[config.mk]
export PLATFORM = sky130hd
export DESIGN_NAME = ram_sp_clr
export DESIGN_NICKNAME = d
export VERILOG_FILES = /design/src/rtl/ram_pkg.sv /design/src/rtl/ram_clr_seq.sv /design/src/rtl/ram_sp_clr.sv
export SDC_FILE = /design/constraint.sdc
export NUM_CORES = 1
export LEC_CHECK = 0
export CORE_ASPECT_RATIO = 1.75
export CORE_UTILIZATION = 35
export CTS_CLUSTER_DIAMETER = 150
export DETAILED_ROUTE_END_ITERATION = 6
export GPL_ROUTABILITY_DRIVEN = 0
export PLACE_DENSITY = 0.59
export SYNTH_ARGS = -nofsm -noshare
export SYNTH_HDL_FRONTEND = slang
export SYNTH_SLANG_ARGS = --single-unit
export TNS_END_PERCENT = 30
[constraint.sdc]
create_clock -name clk -period 1.7 [get_ports clk]
set_clock_uncertainty 0.05 [all_clocks]
set_input_delay 0.17 -clock clk [delete_from_list [all_inputs] [get_ports clk]]
set_output_delay 0.17 -clock clk [all_outputs]
set_load 0.01 [all_outputs]
[src/rtl/ram_pkg.sv]
// Shared types and constants for the ram_sp_clr storage primitive and its clear sequencer.
package ram_pkg;

    typedef enum logic {
        RAM_CLEAR,
        RAM_READY
    } ram_state_e;

    // Replicated to DATA_W at the point of use to form the clear word.
    localparam logic ZERO_FILL_BIT = 1'b0;

endpackage

[src/rtl/ram_clr_seq.sv]
// Clear sequencer for ram_sp_clr: walks every address writing zero after reset or clr_req,
// then holds READY until the next clear request.
module ram_clr_seq #(
    parameter int unsigned DEPTH  = 8,
    parameter int unsigned ADDR_W = $clog2(DEPTH)
) (
    input  logic              clk,
    input  logic              rst,
    input  logic              clr_req,
    output logic              clr_we,
    output logic [ADDR_W-1:0] clr_addr,
    output logic              ready
);
    import ram_pkg::*;

    localparam logic [ADDR_W-1:0] LAST_ADDR = ADDR_W'(DEPTH - 1);

    ram_state_e        state_q, state_d;
    logic [ADDR_W-1:0] ptr_q, ptr_d;
    logic              ready_q;

    always_comb begin
        state_d = state_q;
        ptr_d   = ptr_q;
        unique case (state_q)
            RAM_CLEAR: begin
                // A repeated request simply restarts the walk from address 0.
                if (clr_req) begin
                    ptr_d = '0;
                end else if (ptr_q == LAST_ADDR) begin
                    state_d = RAM_READY;
                    ptr_d   = '0;
                end else begin
                    ptr_d = ptr_q + ADDR_W'(1);
                end
            end
            RAM_READY: begin
                if (clr_req) begin
                    state_d = RAM_CLEAR;
                    ptr_d   = '0;
                end
            end
            default: begin
                state_d = RAM_CLEAR;
                ptr_d   = '0;
            end
        endcase
    end

    always_ff @(posedge clk or posedge rst) begin
        if (rst) begin
            state_q <= RAM_CLEAR;
            ptr_q   <= '0;
            ready_q <= 1'b0;
        end else begin
            state_q <= state_d;
            ptr_q   <= ptr_d;
            ready_q <= (state_d == RAM_READY);
        end
    end

    assign clr_we   = (state_q == RAM_CLEAR);
    assign clr_addr = ptr_q;
    assign ready    = ready_q;

endmodule

[src/rtl/ram_sp_clr.sv]
// Simple dual-port RAM (one write, one registered read port) with a built-in zeroing sequencer.
// Define RAM_BYPASS_EN for write-first same-address behaviour; otherwise reads are read-first.
module ram_sp_clr #(
    parameter int unsigned DATA_W = 8,
    parameter int unsigned DEPTH  = 8,
    parameter int unsigned ADDR_W = $clog2(DEPTH)
) (
    input  logic              clk,
    input  logic              rst,
    input  logic              clr_req,
    input  logic              wr_en,
    input  logic [ADDR_W-1:0] wr_addr,
    input  logic [DATA_W-1:0] wr_data,
    input  logic              rd_en,
    input  logic [ADDR_W-1:0] rd_addr,
    output logic [DATA_W-1:0] rd_data,
    output logic              rd_valid,
    output logic              rd_err,
    output logic              ready
);
    import ram_pkg::*;

    localparam logic [DATA_W-1:0] ZERO_WORD = {DATA_W{ZERO_FILL_BIT}};
    // One extra bit so DEPTH itself is representable when DEPTH is a power of two.
    localparam logic [ADDR_W:0]   DEPTH_X   = (ADDR_W + 1)'(DEPTH);

    logic [DATA_W-1:0] mem [DEPTH];

    logic              clr_we;
    logic [ADDR_W-1:0] clr_addr;
    logic              wr_ok;
    logic              rd_in_range;
    logic              rd_fire;
    logic              arr_we;
    logic [ADDR_W-1:0] arr_addr;
    logic [DATA_W-1:0] arr_data;
    logic [DATA_W-1:0] rd_word;
    logic [DATA_W-1:0] rd_data_q;
    logic              rd_valid_q;
    logic              rd_err_q;

    ram_clr_seq #(
        .DEPTH  (DEPTH),
        .ADDR_W (ADDR_W)
    ) u_clr_seq (
        .clk      (clk),
        .rst      (rst),
        .clr_req  (clr_req),
        .clr_we   (clr_we),
        .clr_addr (clr_addr),
        .ready    (ready)
    );

    assign wr_ok       = ready && wr_en && ({1'b0, wr_addr} < DEPTH_X);
    assign rd_in_range = ({1'b0, rd_addr} < DEPTH_X);
    assign rd_fire     = ready && rd_en;

    // The sequencer owns the write port while clearing; user writes are dropped then.
    always_comb begin
        arr_we   = 1'b0;
        arr_addr = clr_addr;
        arr_data = ZERO_WORD;
        if (!ready) begin
            arr_we = clr_we;
        end else if (wr_ok) begin
            arr_we   = 1'b1;
            arr_addr = wr_addr;
            arr_data = wr_data;
        end
    end

    always_ff @(posedge clk) begin
        if (arr_we) begin
            mem[arr_addr] <= arr_data;
        end
    end

    always_comb begin
        rd_word = mem[rd_addr];
`ifdef RAM_BYPASS_EN
        if (wr_ok && (wr_addr == rd_addr)) begin
            rd_word = wr_data;
        end
`endif
    end

    always_ff @(posedge clk or posedge rst) begin
        if (rst) begin
            rd_data_q  <= ZERO_WORD;
            rd_valid_q <= 1'b0;
            rd_err_q   <= 1'b0;
        end else begin
            rd_valid_q <= rd_fire;
            rd_err_q   <= 1'b0;
            if (rd_fire) begin
                if (rd_in_range) begin
                    rd_data_q <= rd_word;
                end else begin
                    rd_data_q <= ZERO_WORD;
                    rd_err_q  <= 1'b1;
                end
            end
        end
    end

    assign rd_data  = rd_data_q;
    assign rd_valid = rd_valid_q;
    assign rd_err   = rd_err_q;

endmodule
After elaboration in Yosys (flattened, before gate mapping)
Memories as Yosys holds them, arrays and structs flattened. A register that Yosys moved wholly into a read port is not among the register bits. Index checks and enable logic that the tools add are counted.

Flip-flop bits (word level): 5. Memory bits (writable): 64. Logic and storage cells: 26. Memories kept: 1.

Memories: mem (depth 8, width 8, rd ports 1, clocked after Yosys merged registers in 1, write ports 1, line ram_sp_clr.sv:27) `logic [DATA_W-1:0] mem [DEPTH];`.

Add/sub/neg operators: 1. Equal/unequal tests: 2. Muxes and demuxes: 16. Bitwise gates (word level): 1. Reduce and logical (&&, ||, !) cells: 2.

Operators with widths (count): 8-bit 2-to-1 mux (2); 3-bit 2-to-1 mux (5); 1-bit 2-to-1 mux (7); 3-bit case mux with 2 select lines (1); 3-bit by 1-bit adder with 3-bit output, second input constant (1); 3-bit equality test, second input constant (1); 1-bit logical AND (2); 2-bit inequality test, second input constant (1); 1-bit case mux with 2 select lines (1); 1-bit inverter (1).

Longest topological paths before layout
Word-level depth: 5. Gate-level depth with buffers: 5. Gate-level depth less buffers: 5.

By module
Synthesis repeated with hierarchy kept, for this count alone.

Cell total of the unflattened synthesis: 204. Area total of the unflattened synthesis: 3200.6 sq um.

Modules (own cells, without submodules): ram_sp_clr (times used 1, cells each 186, area each 3009.1 sq um); ram_clr_seq (times used 1, cells each 18, area each 191.4 sq um).

Least setup slack after synthesis
OpenSTA, ideal clock, no wires.

Path type: reg-to-reg. Start point: register u_clr_seq.state_q. End point: memory mem[0][0], enable pin. Library setup time: 0.370 ns. Data arrival time: 1.367 ns. Data required time: 1.280 ns. Path slack: -0.087 ns. Stages on the path, launching flop included: 5. Buffers on the path: 1. Period minus slack after synthesis: 1.787 ns. Cells stage by stage: dfrtp_1 buf_2 nand2_1 o22a_1 nor2_1.

Word-level cells in the longest chain between the ends: 5.

RTL lines: from (decl) (line ram_clr_seq.sv:18) `ram_state_e state_q, state_d;`; from (signal assigned) (line ram_clr_seq.sv:56) `state_q <= state_d;`; 1-bit logical AND; 1-bit 2-to-1 mux; 1-bit 2-to-1 mux (line ram_sp_clr.sv:63) `if (!ready) begin`; 1-bit 2-to-1 mux (line ram_sp_clr.sv:73) `if (arr_we) begin`; 1-bit 2-to-1 mux (not written as such) (line ram_sp_clr.sv:74) `mem[arr_addr] <= arr_data;`; to (decl) (line ram_sp_clr.sv:27).

Parallel ways exist; a longest one is shown, timed or not.

Worst setup path in the final report
Start point: register u_clr_seq.state_q. End point: memory mem[3][0], enable pin.

The elaborated chain is that of the path after synthesis.

==> flow_summary.ini <==
[setup_path]
crit_fanout = 8
slowest_stage = dfrtp_2
slowest_delay_ns = 0.45
criticalPathCategory = reg2reg
r2r-end = mem[3][0]
r2r-start = u_clr_seq.state_q
path_cells = buf_4 > nor2b_2 > a31oi_2 > nor2_2
worstPathRequired_ns = 1.63
regToRegSetupSlack_ns = 0.05
path_buf_inv = 1
cp-start-kind = flip-flop
cp_top_family = simple AND/OR/NAND/NOR gates
reg2regPathDepth = 4
cp.arrival_ns = 1.58
endpoint_kind = flip-flop

[layout]
diodes = 0
layout_common_cells = edfxtp_1 (64), clkdlybuf4s50_1 (28), buf_4 (21)
nets = 275
area_growth_pct = 26.5
drive_gt1_frac = 0.251
finalNonFillerCells = 376
final_util = 0.461
layout_commonest_cell = edfxtp_1

[synth]
synth.net_count = 222
ys_warn_count = 0
synth_edf_count = 64
syn_area_mm2 = 0.00320
ys_async_sr_fraction = 0.169
synth_mux_area_frac = 0.113
synthAdderAreaFrac = 0.00782
synth_compound_area_frac = 0.0719
synth_cells = 201
synth.distinct_cells = 33
ys_seq_area_frac = 0.702
synth_xor_area_frac = 0
synth_top_flop_cell = edfxtp_1
yosys.area_share.simple = 0.0653
ys_ff_latch = 77
syn-mean-instance-area_um2 = 15.9
synth_top_family_by_area = multiplexers

[global_route]
grt_pass1_wl_um = 9660
antenna_found_initial = 0
gr-usage-all-layers = 0.146
grt_max_degree = 30
grt.overflow.total = 0
first_global_vias = 1908

[sta]
fmax_mhz = 605
rsz0062_at_grt = yes
hold_viol = 0
drv_slew = 0
period_minus_slack_ns = 1.65
setup_viol_count_final = 0
finalCritPeriodShare = 0.973
slew_headroom = 0.604
worstMarginPinSlew_ns = 0.594

[power_and_ir_drop]
leakage_nw = 1.61
sequentialPowerShare = 0.494
pwr-share-comb = 0.110
p_sw_uw = 940
p_int_mw = 3.53
vdd_drop_max_mv = 0.554
powerDensity_mw_per_mm2 = 1100
p_clk_frac = 0.396
switching_share = 0.210

[clock_network]
clkTransAtPathRegs_ns = 0.05
cts_root_buf = clkbuf_16
numCtsBuffers = 9
cts_sinks = 77
clk_path_buf_depth = 2
hold_buffers = 0
ctsHtreeMaxLevel = 3
clk_latency_ns = 0.33
cts_tree = yes

[die]
fp.coreArea_mm2 = 0.00878
die_h_um = 129
dieArea_mm2 = 0.00955
start_util = 0.364
fp-row-count = 45
die_x_um = 74.3
io_pins = 30

[drt]
vias = 1787
wl_met3_um = 207
wl_met1_um = 2360
wirelength_um = 6040
met2_length_um = 3320
drc = 0
dr.pass1.iters = 4
drtIter0Drc = 81
avgRoutedWirePerCell_um = 16.1
ant_nets = 0
via_per_inst = 4.75
top_layer = met4

[run]
cap_violations = 0

[run_status]
outcome = finished, final reports clean

[placed_design]
portBuffers = 28
dp_hpwl_um = 4370
place_inst = 359

[hold_path]
hp-class = in2async
==> flip-flops by register name (all words and copies together), names as in the netlist <==
signal              cells
u_clr_seq.clr_addr      3
rd_data                 8
rd_valid                1
mem                    64
u_clr_seq.state_q       1
==> logic make-up (layout without fill, tap and decap cells) <==
group | Yosys count | in the layout
AOI/OAI and AO/OA | 31 | 31
adders and majority gates | 2 | 2
buffers and inverters | 15 | 73
DFF | 77 | 77
muxes | 34 | 34
other | 1 | 1
and+or+nand+nor | 41 | 41
==> power by group through the flow <==
stage | clock, mW | sequential (mW) | combinational [mW]
floorplan | 0 | 2.26 | 0.224
global placement | 0 | 2.25 | 0.476
detailed placement | 0 | 2.25 | 0.487
CTS | 1.80 | 2.21 | 0.493
global route | 1.87 | 2.22 | 0.544
finish | 1.77 | 2.21 | 0.492
==> tightest hold or removal path, delay by kind of cell <==
kind,cells,cell delay (ns)
buf+inv,3,0.66
==> routing by layer <==
layer  vias up  track usage
li1        882            -
met4         0       0.0821
met5         -            0
met3         9       0.0415
met2        42        0.255
met1       854        0.154
==> stage by stage <==
stage	cell area, µm²	setup TNS (ns)	setup slack, ns	total power [mW]	hold slack, ns
3_3_place_gp	3720	-11.37	-0.292	2.72	0.417
6_report	4050	0	0.0462	4.47	0.0876
4_1_cts	4020	0	0.0166	4.51	0.0891
5_1_grt	4050	-0.473	-0.0274	4.64	0.134
2_1_floorplan	3200	-3.13	-0.0872	2.49	-0.00304
3_5_place_dp	3720	-13.74	-0.356	2.74	0.418
==> repair_timing <==
| item | in CTS | in global routing |
|---|---|---|
| buffers inserted | 0 | 1 |
| setup endpoints to repair | 25 | 32 |
| gates resized for setup | 6 | 5 |
| pin swaps | 0 | 0 |
==> layout make-up <==
| type | instances | area, µm² |
|---|---|---|
| sequential | 77 | 2250 |
| clock buffer | 15 | 278 |
| clock inverter | 1 | 5.00 |
| timing repair buffer | 53 | 500 |
| inverter | 4 | 15.0 |
| fill | 815 | 4730 |
| tap | 117 | 146 |
| multi-input combinational | 109 | 856 |
==> synth_stat cells, types with 2 or more instances <==
| cell type | number | area, µm² |
|---|---|---|
| a22o_1 | 8 | 70.1 |
| a31oi_1 | 5 | 31.3 |
| and3_1 | 8 | 50.1 |
| and4b_1 | 2 | 20.0 |
| buf_6 | 2 | 22.5 |
| clkbuf_1 | 2 | 7.51 |
| dfrtp_1 | 13 | 325 |
| edfxtp_1 | 64 | 1920 |
| ha_1 | 2 | 25.0 |
| inv_1 | 4 | 15.0 |
| mux2_2 | 16 | 180 |
| mux2i_1 | 18 | 180 |
| nand2_1 | 10 | 37.5 |
| nor2_1 | 14 | 52.6 |
| nor2b_1 | 2 | 12.5 |
| o22ai_1 | 8 | 50.1 |
| o31ai_1 | 7 | 52.6 |
==> worst max-delay path by stage <==
stage | slack (ns) | endpoint | startpoint | cells past startpoint
finish | 0.05 | mem[3][0] | u_clr_seq.state_q | 4
global route | -0.03 | mem[6][5] | wr_en | 6
CTS | 0.02 | mem[3][0] | u_clr_seq.state_q | 4
detailed placement | -0.36 | mem[3][4] | wr_en | 4
global placement | -0.29 | mem[3][5] | wr_en | 4
floorplan | -0.09 | mem[0][0] | u_clr_seq.state_q | 4
Note: power is estimated with default switching activity, not from simulation.
